===== config.mk =====
export PLATFORM = sky130hd
export DESIGN_NAME = dlx_mem_arbiter_flat
export DESIGN_NICKNAME = d
export VERILOG_FILES = /design/src/rtl/dlx_mem_arbiter_if.sv /design/src/rtl/dlx_mem_arbiter.sv /design/src/flat_wrapper.sv
export SDC_FILE = /design/constraint.sdc
export NUM_CORES = 1
export LEC_CHECK = 0
export CORE_MARGIN = 3
export CORE_UTILIZATION = 40
export DETAILED_ROUTE_END_ITERATION = 8
export GPL_TIMING_DRIVEN = 0
export PLACE_DENSITY = 0.74
export SLEW_MARGIN = 20
export SYNTH_ARGS = -nofsm -noshare
export SYNTH_HDL_FRONTEND = slang
export SYNTH_SLANG_ARGS = --single-unit

===== constraint.sdc =====
create_clock -name clk -period 4.7 [get_ports clk]
set_input_delay 0.47 -clock clk [delete_from_list [all_inputs] [get_ports clk]]
set_output_delay 0.47 -clock clk [all_outputs]
set_load 0.02 [all_outputs]

===== src/rtl/dlx_mem_arbiter_if.sv =====
// Request/response bundle between the fetch port, the data port, the shared
// memory port and the status outputs of dlx_mem_arbiter.
//   master: arbiter view (drives acks, read data, memory request, status)
//   slave : environment view (requesters plus memory model)
interface dlx_mem_arbiter_if;
  // fetch port
  logic        i_req;
  logic [31:0] i_addr;
  logic        i_ack;
  logic [31:0] i_data;
  // data port
  logic        d_req;
  logic        d_we;
  logic [31:0] d_addr;
  logic [31:0] d_wdata;
  logic        d_ack;
  logic [31:0] d_rdata;
  // memory port
  logic        m_req;
  logic        m_we;
  logic [31:0] m_addr;
  logic [31:0] m_wdata;
  logic [31:0] m_rdata;
  logic        m_ack;
  // status
  logic        busy;
  logic        timeout_err;

  modport master (
    input  i_req, i_addr, d_req, d_we, d_addr, d_wdata, m_rdata, m_ack,
    output i_ack, i_data, d_ack, d_rdata, m_req, m_we, m_addr, m_wdata,
           busy, timeout_err
  );

  modport slave (
    output i_req, i_addr, d_req, d_we, d_addr, d_wdata, m_rdata, m_ack,
    input  i_ack, i_data, d_ack, d_rdata, m_req, m_we, m_addr, m_wdata,
           busy, timeout_err
  );
endinterface


===== src/rtl/dlx_mem_arbiter.sv =====
// Two-requester (fetch / data) arbiter onto a single memory port.
// One transaction at a time: IDLE -> ACCESS (memory request held until ack or
// timeout) -> DONE (one-cycle ack to the grantee). Ties alternate fairly.
// Ports:
//   clk   : rising-edge clock
//   reset : synchronous, active-high
//   bus   : dlx_mem_arbiter_if.master (fetch, data, memory and status signals)
// Every output of the bus is a flop.
module dlx_mem_arbiter #(
  parameter int unsigned PA_BITS        = 24,
  parameter int unsigned TIMEOUT_CYCLES = 16
) (
  input  logic             clk,
  input  logic             reset,
  dlx_mem_arbiter_if.master bus
);

  localparam logic [31:0] ADDR_MASK = (PA_BITS >= 32) ? 32'hFFFF_FFFF
                                                       : ((32'd1 << PA_BITS) - 32'd1);
  localparam logic [31:0] TMO       = 32'(TIMEOUT_CYCLES);
  localparam bit          TMO_EN    = (TIMEOUT_CYCLES != 0);

  typedef enum logic [1:0] {IDLE = 2'd0, ACCESS = 2'd1, DONE = 2'd2} state_t;

  state_t      state_q, state_d;
  logic        gnt_d_q, gnt_d_d;    // current grantee is the data port
  logic        last_d_q, last_d_d;  // last served was the data port
  logic [31:0] cnt_q, cnt_d;
  logic        m_req_q, m_req_d;
  logic        m_we_q, m_we_d;
  logic [31:0] m_addr_q, m_addr_d;
  logic [31:0] m_wdata_q, m_wdata_d;
  logic        i_ack_q, i_ack_d;
  logic [31:0] i_data_q, i_data_d;
  logic        d_ack_q, d_ack_d;
  logic [31:0] d_rdata_q, d_rdata_d;
  logic        busy_q, busy_d;
  logic        err_q, err_d;
  logic        sel_d;
  logic        tmo_hit;
  logic [31:0] cap_data;

  // Counter reaching the limit this cycle; m_ack still wins when both occur.
  assign tmo_hit  = TMO_EN && ((cnt_q + 32'd1) == TMO);
  // Timed-out reads return zero.
  assign cap_data = bus.m_ack ? bus.m_rdata : 32'h0;

  // Next-state and next-output logic.
  always_comb begin
    state_d   = state_q;
    gnt_d_d   = gnt_d_q;
    last_d_d  = last_d_q;
    cnt_d     = cnt_q;
    m_req_d   = m_req_q;
    m_we_d    = m_we_q;
    m_addr_d  = m_addr_q;
    m_wdata_d = m_wdata_q;
    i_ack_d   = 1'b0;
    i_data_d  = i_data_q;
    d_ack_d   = 1'b0;
    d_rdata_d = d_rdata_q;
    err_d     = err_q;
    // On a tie the data port wins unless it was served last.
    sel_d     = bus.d_req && (!bus.i_req || !last_d_q);

    unique case (state_q)
      IDLE: begin
        if (bus.i_req || bus.d_req) begin
          state_d   = ACCESS;
          gnt_d_d   = sel_d;
          cnt_d     = 32'h0;
          m_req_d   = 1'b1;
          m_addr_d  = (sel_d ? bus.d_addr : bus.i_addr) & ADDR_MASK;
          m_we_d    = sel_d && bus.d_we;
          m_wdata_d = sel_d ? bus.d_wdata : 32'h0;
        end
      end
      ACCESS: begin
        if (bus.m_ack || tmo_hit) begin
          state_d = DONE;
          m_req_d = 1'b0;
          if (!bus.m_ack) err_d = 1'b1;
          if (gnt_d_q) begin
            d_ack_d = 1'b1;
            if (!m_we_q) d_rdata_d = cap_data;
          end else begin
            i_ack_d  = 1'b1;
            i_data_d = cap_data;
          end
        end else begin
          cnt_d = cnt_q + 32'd1;
        end
      end
      DONE: begin
        state_d  = IDLE;
        last_d_d = gnt_d_q;
      end
      default: state_d = IDLE;
    endcase

    busy_d = (state_d != IDLE);
  end

  // State and output registers.
  always_ff @(posedge clk) begin
    if (reset) begin
      state_q   <= IDLE;
      gnt_d_q   <= 1'b0;
      last_d_q  <= 1'b0;
      cnt_q     <= 32'h0;
      m_req_q   <= 1'b0;
      m_we_q    <= 1'b0;
      m_addr_q  <= 32'h0;
      m_wdata_q <= 32'h0;
      i_ack_q   <= 1'b0;
      i_data_q  <= 32'h0;
      d_ack_q   <= 1'b0;
      d_rdata_q <= 32'h0;
      busy_q    <= 1'b0;
      err_q     <= 1'b0;
    end else begin
      state_q   <= state_d;
      gnt_d_q   <= gnt_d_d;
      last_d_q  <= last_d_d;
      cnt_q     <= cnt_d;
      m_req_q   <= m_req_d;
      m_we_q    <= m_we_d;
      m_addr_q  <= m_addr_d;
      m_wdata_q <= m_wdata_d;
      i_ack_q   <= i_ack_d;
      i_data_q  <= i_data_d;
      d_ack_q   <= d_ack_d;
      d_rdata_q <= d_rdata_d;
      busy_q    <= busy_d;
      err_q     <= err_d;
    end
  end

  assign bus.m_req       = m_req_q;
  assign bus.m_we        = m_we_q;
  assign bus.m_addr      = m_addr_q;
  assign bus.m_wdata     = m_wdata_q;
  assign bus.i_ack       = i_ack_q;
  assign bus.i_data      = i_data_q;
  assign bus.d_ack       = d_ack_q;
  assign bus.d_rdata     = d_rdata_q;
  assign bus.busy        = busy_q;
  assign bus.timeout_err = err_q;

endmodule

===== src/flat_wrapper.sv =====
// flat-port wrapper written by rule: the top's interface ports become plain ports
module dlx_mem_arbiter_flat 
#(
  parameter int unsigned PA_BITS        = 24,
  parameter int unsigned TIMEOUT_CYCLES = 16
)
  (clk, reset, bus_i_req, bus_i_addr, bus_d_req, bus_d_we, bus_d_addr, bus_d_wdata, bus_m_rdata, bus_m_ack, bus_i_ack, bus_i_data, bus_d_ack, bus_d_rdata, bus_m_req, bus_m_we, bus_m_addr, bus_m_wdata, bus_busy, bus_timeout_err);
  dlx_mem_arbiter_if bus_i ();
  input  logic clk;
  input  logic reset;
  input wire logic [$bits(bus_i.i_req)-1:0] bus_i_req;
  input wire logic [$bits(bus_i.i_addr)-1:0] bus_i_addr;
  input wire logic [$bits(bus_i.d_req)-1:0] bus_d_req;
  input wire logic [$bits(bus_i.d_we)-1:0] bus_d_we;
  input wire logic [$bits(bus_i.d_addr)-1:0] bus_d_addr;
  input wire logic [$bits(bus_i.d_wdata)-1:0] bus_d_wdata;
  input wire logic [$bits(bus_i.m_rdata)-1:0] bus_m_rdata;
  input wire logic [$bits(bus_i.m_ack)-1:0] bus_m_ack;
  output wire logic [$bits(bus_i.i_ack)-1:0] bus_i_ack;
  output wire logic [$bits(bus_i.i_data)-1:0] bus_i_data;
  output wire logic [$bits(bus_i.d_ack)-1:0] bus_d_ack;
  output wire logic [$bits(bus_i.d_rdata)-1:0] bus_d_rdata;
  output wire logic [$bits(bus_i.m_req)-1:0] bus_m_req;
  output wire logic [$bits(bus_i.m_we)-1:0] bus_m_we;
  output wire logic [$bits(bus_i.m_addr)-1:0] bus_m_addr;
  output wire logic [$bits(bus_i.m_wdata)-1:0] bus_m_wdata;
  output wire logic [$bits(bus_i.busy)-1:0] bus_busy;
  output wire logic [$bits(bus_i.timeout_err)-1:0] bus_timeout_err;
  assign bus_i.i_req = bus_i_req;
  assign bus_i.i_addr = bus_i_addr;
  assign bus_i.d_req = bus_d_req;
  assign bus_i.d_we = bus_d_we;
  assign bus_i.d_addr = bus_d_addr;
  assign bus_i.d_wdata = bus_d_wdata;
  assign bus_i.m_rdata = bus_m_rdata;
  assign bus_i.m_ack = bus_m_ack;
  assign bus_i_ack = bus_i.i_ack;
  assign bus_i_data = bus_i.i_data;
  assign bus_d_ack = bus_i.d_ack;
  assign bus_d_rdata = bus_i.d_rdata;
  assign bus_m_req = bus_i.m_req;
  assign bus_m_we = bus_i.m_we;
  assign bus_m_addr = bus_i.m_addr;
  assign bus_m_wdata = bus_i.m_wdata;
  assign bus_busy = bus_i.busy;
  assign bus_timeout_err = bus_i.timeout_err;
  dlx_mem_arbiter #(.PA_BITS(PA_BITS), .TIMEOUT_CYCLES(TIMEOUT_CYCLES)) u_core (.clk(clk), .reset(reset), .bus(bus_i));
endmodule

==> results of run 1 <==
==> sequential cells by signal, indices dropped and copies added (netlist names), 2 cells and up <==
register,count
u_core.bus.i_data,32
u_core.bus.m_addr,24
u_core.state_q,2
u_core.bus.m_wdata,32
u_core.bus.d_rdata,32
u_core.cnt_q,32
==> cells in the mapped netlist, types with 3 or more instances <==
| cell | instances | area share |
|---|---|---|
| buf_6 | 8 | 0.013 |
| buf_4 | 9 | 0.0098 |
| o31ai_1 | 12 | 0.013 |
| a31oi_1 | 6 | 0.0055 |
| nor3_1 | 16 | 0.012 |
| nor4_1 | 6 | 0.0055 |
| a21oi_1 | 22 | 0.016 |
| xnor2_1 | 5 | 0.0064 |
| nand2_1 | 47 | 0.026 |
| dfxtp_1 | 162 | 0.47 |
| a22o_1 | 64 | 0.081 |
| mux2i_1 | 26 | 0.038 |
| xor2_1 | 3 | 0.0038 |
| o21a_1 | 3 | 0.0033 |
| o21ai_0 | 20 | 0.015 |
| nor2_1 | 81 | 0.044 |
| and3_1 | 4 | 0.0036 |
| or3_1 | 7 | 0.0064 |
| inv_1 | 11 | 0.0060 |
| buf_2 | 9 | 0.0065 |
| a211oi_1 | 25 | 0.027 |
| o41ai_1 | 5 | 0.0064 |
| and4_1 | 4 | 0.0051 |
| nand2b_1 | 3 | 0.0027 |
| nor4b_1 | 3 | 0.0038 |
| a22oi_1 | 33 | 0.036 |
| or4_1 | 6 | 0.0065 |
| nand3_1 | 21 | 0.015 |
| nand4_1 | 14 | 0.013 |
| clkbuf_1 | 45 | 0.025 |
==> routing by layer <==
metal	GRT usage	vias to the layer above	part of all wire
met3	0.0790	40	0.10
li1	-	3243	-
met5	0	-	0
met1	0.292	3177	0.40
met2	0.373	319	0.48
met4	0.0826	0	0.024
==> worst max-delay path, cell delays in order (launching register included) <==
cell	delay, ps
dfxtp_1	440
ha_1	310
nand3_4	180
nor4_4	660
a21oi_1	180
nor4_1	450
nand4_1	340
o31ai_4	590
nand2b_1	170
buf_4	180
buf_6	180
o22ai_1	80
==> cell type report <==
type / count / area, sq um
clock buffer: 17 / 425
sequential: 162 / 3240
tap: 220 / 275
multi-input combinational: 490 / 3240
inverter: 11 / 41.3
buffer: 72 / 375
clock inverter: 15 / 183
fill: 1386 / 6490
timing repair buffer: 242 / 2420
==> power groups by stage <==
stage	logic, W	clock network, W	registers [W]
after detailed placement	0.000585	0	0.00150
after global routing	0.000628	0.00148	0.00148
after floorplan	0.000211	0	0.00157
after CTS	0.000587	0.00143	0.00147
final	0.000586	0.00141	0.00147
after global placement	0.000581	0	0.00150
==> kinds of logic (layout without fill, tap and decap cells) <==
logic type / count (synthesis) / after routing / share of synthesized area
flops: 162 / 162 / 0.472
compound gates: 217 / 217 / 0.245
other cells: 1 / 8 / 0.000545
fa+ha+maj: 1 / 1 / 0.00182
mux: 26 / 26 / 0.0378
buf+inv: 83 / 357 / 0.0606
xor+xnor: 8 / 8 / 0.0102
simple gates: 230 / 230 / 0.172
==> per-stage QoR <==
| stage | power [W] | setup slack, ps | utilization | std cells | instance area, sq um |
|---|---|---|---|---|---|
| after floorplan | 0.00178 | 1480 | - | 735 | 6900 |
| after global placement | 0.00208 | 918 | 0.575 | 1197 | 9600 |
| after detailed placement | 0.00209 | 878 | 0.575 | 1197 | 9600 |
| after CTS | 0.00349 | 875 | 0.611 | 1229 | 10200 |
| after global routing | 0.00359 | 585 | 0.611 | 1229 | 10200 |
| final | 0.00347 | 778 | 0.611 | 1229 | 10200 |
==> path summary, 6_finish.rpt <==
check | startpoint | to | slack, ps | cells after the start
min reg2reg | u_core.bus.d_rdata[20] | u_core.bus.d_rdata[20] | 480 | 1
max reg2reg | u_core.cnt_q[0] | u_core.cnt_q[0] | 780 | 11
min | u_core.bus.d_rdata[20] | u_core.bus.d_rdata[20] | 480 | 1
max | u_core.cnt_q[0] | u_core.cnt_q[0] | 780 | 11
==> metrics.cfg, run 1 <==
[pwr]
ir_worst_vdd_v = 0.000276
switchingPower_w = 0.00104
pwr-share-comb = 0.169
p_int_w = 0.00244
power_frac_clock = 0.407
netSwitchingFraction = 0.298
pwr-share-seq = 0.424
cellLeakagePower_nw = 3.76
p_per_area_nw_per_um2 = 340

[run]
drv_cap = 0

[floorplanning]
die_x_um = 137
num_rows = 47
die-height_um = 137
start_util = 0.412
die-area_sq_um = 18800
io_pins = 268
core-area_sq_um = 16700

[route]
wl_um = 22400
drt-initial-drc-count = 573
ant_nets = 0
remaining_drc_errors = 0
wire_per_inst_um = 18.2
dr.pass1.iters = 6
vias = 6779
post_drt_via_cell_ratio = 5.52

[sta]
skew_ps = 14.9
fin_setup_tns_ps = 0
max_freq_mhz = 255
setup_violations = 0
hold_viol = 0
slew-limit-headroom = 0.462
final_max_slew_viol_count = 0
holdWs_ps = 478
rsz0062_at_grt = false
worstMarginPinSlew_ps = 800
min_period_over_period = 0.834
fin_crit_ps = 3920

[setup_path]
cp_max_fo = 10
cp-end-kind = flop
cp-start-kind = flop
crit_type = reg2reg
worstPathRequired_ps = 5010
critPathArrivalTime_ps = 4230

[grt]
antenna_found_initial = 0
grt_max_degree = 20
grt_usage = 0.233
grt_overflow = 0
first_global_vias = 6398
grt_pass1_wl_um = 34200

[layout]
drive_above_1_share = 0.0753
layout_commonest_cell = clkdlybuf4s50_1
layout_common_cells = 242 x clkdlybuf4s50_1, 162 x dfxtp_1, 81 x nor2_1, 64 x a22o_1, 47 x nand2_1
antenna_cells = 0
synthToLayoutAreaGrowth_pct = 48.4
nets = 1131

[clock_network]
clk_pin_slew_ps = 70
cts_hold_buf = 0
clk_latency_ps = 440
cts_sinks = 162
clock_path_buffers = 2
h-tree-depth = 4
ctsResizeCount = 0
cts_setup_buffers = 0
root_buffer = clkbuf_16
cts_tree = built
cts_buffers = 17

[placed_design]
io_buffer_count = 242
gp_congestion = 0.929
dp_hpwl_um = 16400

[synthesis]
postSynthAreaPerCell_sq_um = 9.45
ys_seq_area_frac = 0.472
async_flop_share = 0
synthFlopType = dfxtp_1
yosysUniqueCellTypes = 66
synth_cells = 728
ys_warn_count = 0
netlist_area_sq_um = 6880
synth-edff-count = 0
ys_seq_elements = 162

[hold_path]
hold_class = reg2reg

[status]
status = finished, final reports clean

Note: power is estimated with default switching activity, not from simulation.
==> run 2: changes to the inputs <==
PLACE_DENSITY = 0.77   (was 0.74)
clock period = 3.2 ns   (was 4.7 ns; I/O delays follow)
==> run 2 against run 1 <==
Compared with the run above: design area up 3.8%; maximum frequency grew 23%; largest power group unchanged; die area is the same; first-iteration DRC count is 4.4% lower; the flow now finishes with violations (setup timing); via count is 2.1% higher; largest cell class unchanged; clock skew shrank 1.0 ps.
==> metrics.cfg, run 2 (synthesis gave the netlist of run 1 again) <==
[floorplanning]
core-area_sq_um = 16700
io_pins = 268
die-area_sq_um = 18800
start_util = 0.412
die_x_um = 137
num_rows = 47
die-height_um = 137

[pwr]
cellLeakagePower_nw = 3.96
p_per_area_nw_per_um2 = 485
ir_worst_vdd_v = 0.000372
power_w = 0.00514

[clock_network]
cts_sinks = 162
cts_tree = built
root_buffer = clkbuf_16
h-tree-depth = 4
clk_pin_slew_ps = 70
clk_latency_ps = 430
cts_buffers = 17
cts_hold_buf = 0
clock_path_buffers = 2

[grt]
met3_usage = 0.0688
grt_pass1_wl_um = 34300
met2_usage = 0.379
antenna_found_initial = 0
first_global_vias = 6449
grt_usage = 0.232
met1_usage = 0.290
grt_max_degree = 19
grt_overflow = 0
busiest_layer = met2

[sta]
fin_crit_ps = 3200
slew-limit-headroom = 0.414
min_period_over_period = 1.00
skew_ps = 13.9
timing.final.ws_setup_ps = -1.18
final_max_slew_viol_count = 0
worstMarginPinSlew_ps = 872
max_freq_mhz = 312
setup_violations = 1
hold_viol = 0
fin_setup_tns_ps = -1.18
rsz0062_at_grt = true

[placed_design]
io_buffer_count = 242
post-place-ws_ps = -463
gp_congestion = 0.882
dp_hpwl_um = 16000

[setup_path]
reg2regPathDepth = 11
cp-end-kind = flop
cp_slowest_cell = or4_4
crit_type = reg2reg
critPathArrivalTime_ps = 3520
path_cells = ha_4 -> nand3_4 -> or4_4 -> o41a_1 -> a211oi_2 -> nand4_2 -> o31ai_4 -> buf_12 -> a31oi_4 -> buf_6 -> a22o_1
reg2reg_slack_ps = -1
crit_path_max_incr_delay_ps = 580
cp_max_fo = 8
worstPathRequired_ps = 3510
cp-start-kind = flop

[route]
post_drt_via_cell_ratio = 5.52
remaining_drc_errors = 0
drt-initial-drc-count = 548
wl_um = 22800
wire_per_inst_um = 18.2
vias = 6923
ant_nets = 0
dr.pass1.iters = 5

[layout]
layout_common_cells = 242 x clkdlybuf4s50_1, 157 x dfxtp_1, 80 x nor2_1, 64 x a22o_1, 47 x nand2_1
drive_above_1_share = 0.122
synthToLayoutAreaGrowth_pct = 54.0
nets = 1157
layout_commonest_cell = clkdlybuf4s50_1
antenna_cells = 0

[hold_path]
holdPathStages = 1
hold_class = reg2reg

[run]
drv_cap = 0

[status]
status = complete, but fails checks
violations = setup timing

[run 2: final cells by class]
type / instances / area (sq um)
Clock inverter: 15 / 189
Clock buffer: 17 / 425
Sequential cell: 162 / 3250
Multi-Input combinational cell: 490 / 3370
Inverter: 11 / 41.3
Tap cell: 220 / 275
Buffer: 70 / 379
Fill cell: 1366 / 6110
Timing Repair Buffer: 270 / 2660
[run 2: through the flow]
stage	std cells	hold slack, ps	cell area, sq um	utilization
after floorplan	735	445	6920	-
after global placement	1197	456	9610	0.576
after detailed placement	1197	458	9610	0.576
after CTS	1235	479	10400	0.620
after global routing	1255	491	10600	0.634
final	1255	474	10600	0.634
[run 2: what timing repair did]
action,in CTS,in global routing
cloned,0,3
resized for setup,13,27
endpoints found under the setup margin,94,85
setup buffers,8,17
pin swaps,8,42
[run 2: worst max-delay path, delay by kind of cell (launching register included)]
kind / cells / cell delay (ps)
compound gates: 5 / 1280
fa+ha+maj: 1 / 150
simple gates: 3 / 900
flops: 1 / 390
buf+inv: 2 / 360
[run 2: power by group]
| part | total [W] | switching, W | internal, W |
|---|---|---|---|
| Clock | 0.00209 | 0.000972 | 0.00112 |
| Combinational | 0.000879 | 0.000460 | 0.000419 |
| Sequential | 0.00216 | 0.0000555 | 0.00211 |
[run 2: path summary, 6_finish.rpt]
check                               from                endpoint
hold / removal    u_core.bus.d_rdata[20]  u_core.bus.d_rdata[20]
setup reg to reg         u_core.cnt_q[0]   u_core.bus.i_data[28]
setup / recovery         u_core.cnt_q[0]   u_core.bus.i_data[28]
hold reg to reg   u_core.bus.d_rdata[20]  u_core.bus.d_rdata[20]
[run 2: routing by layer]
layer  part of all wire  vias to the layer above  wire length [um]
met5                  0                        -                 0
li1                   -                     3289                 -
met2               0.48                      349             11100
met4              0.026                        0               584
met3              0.098                       52              2240
met1               0.39                     3233              8950
==> run 3: changes to the inputs <==
HOLD_SLACK_MARGIN = 0.06   (was default)
==> results of run 3 <==
Final layout, timing and power as in run 2 (identical DEF).
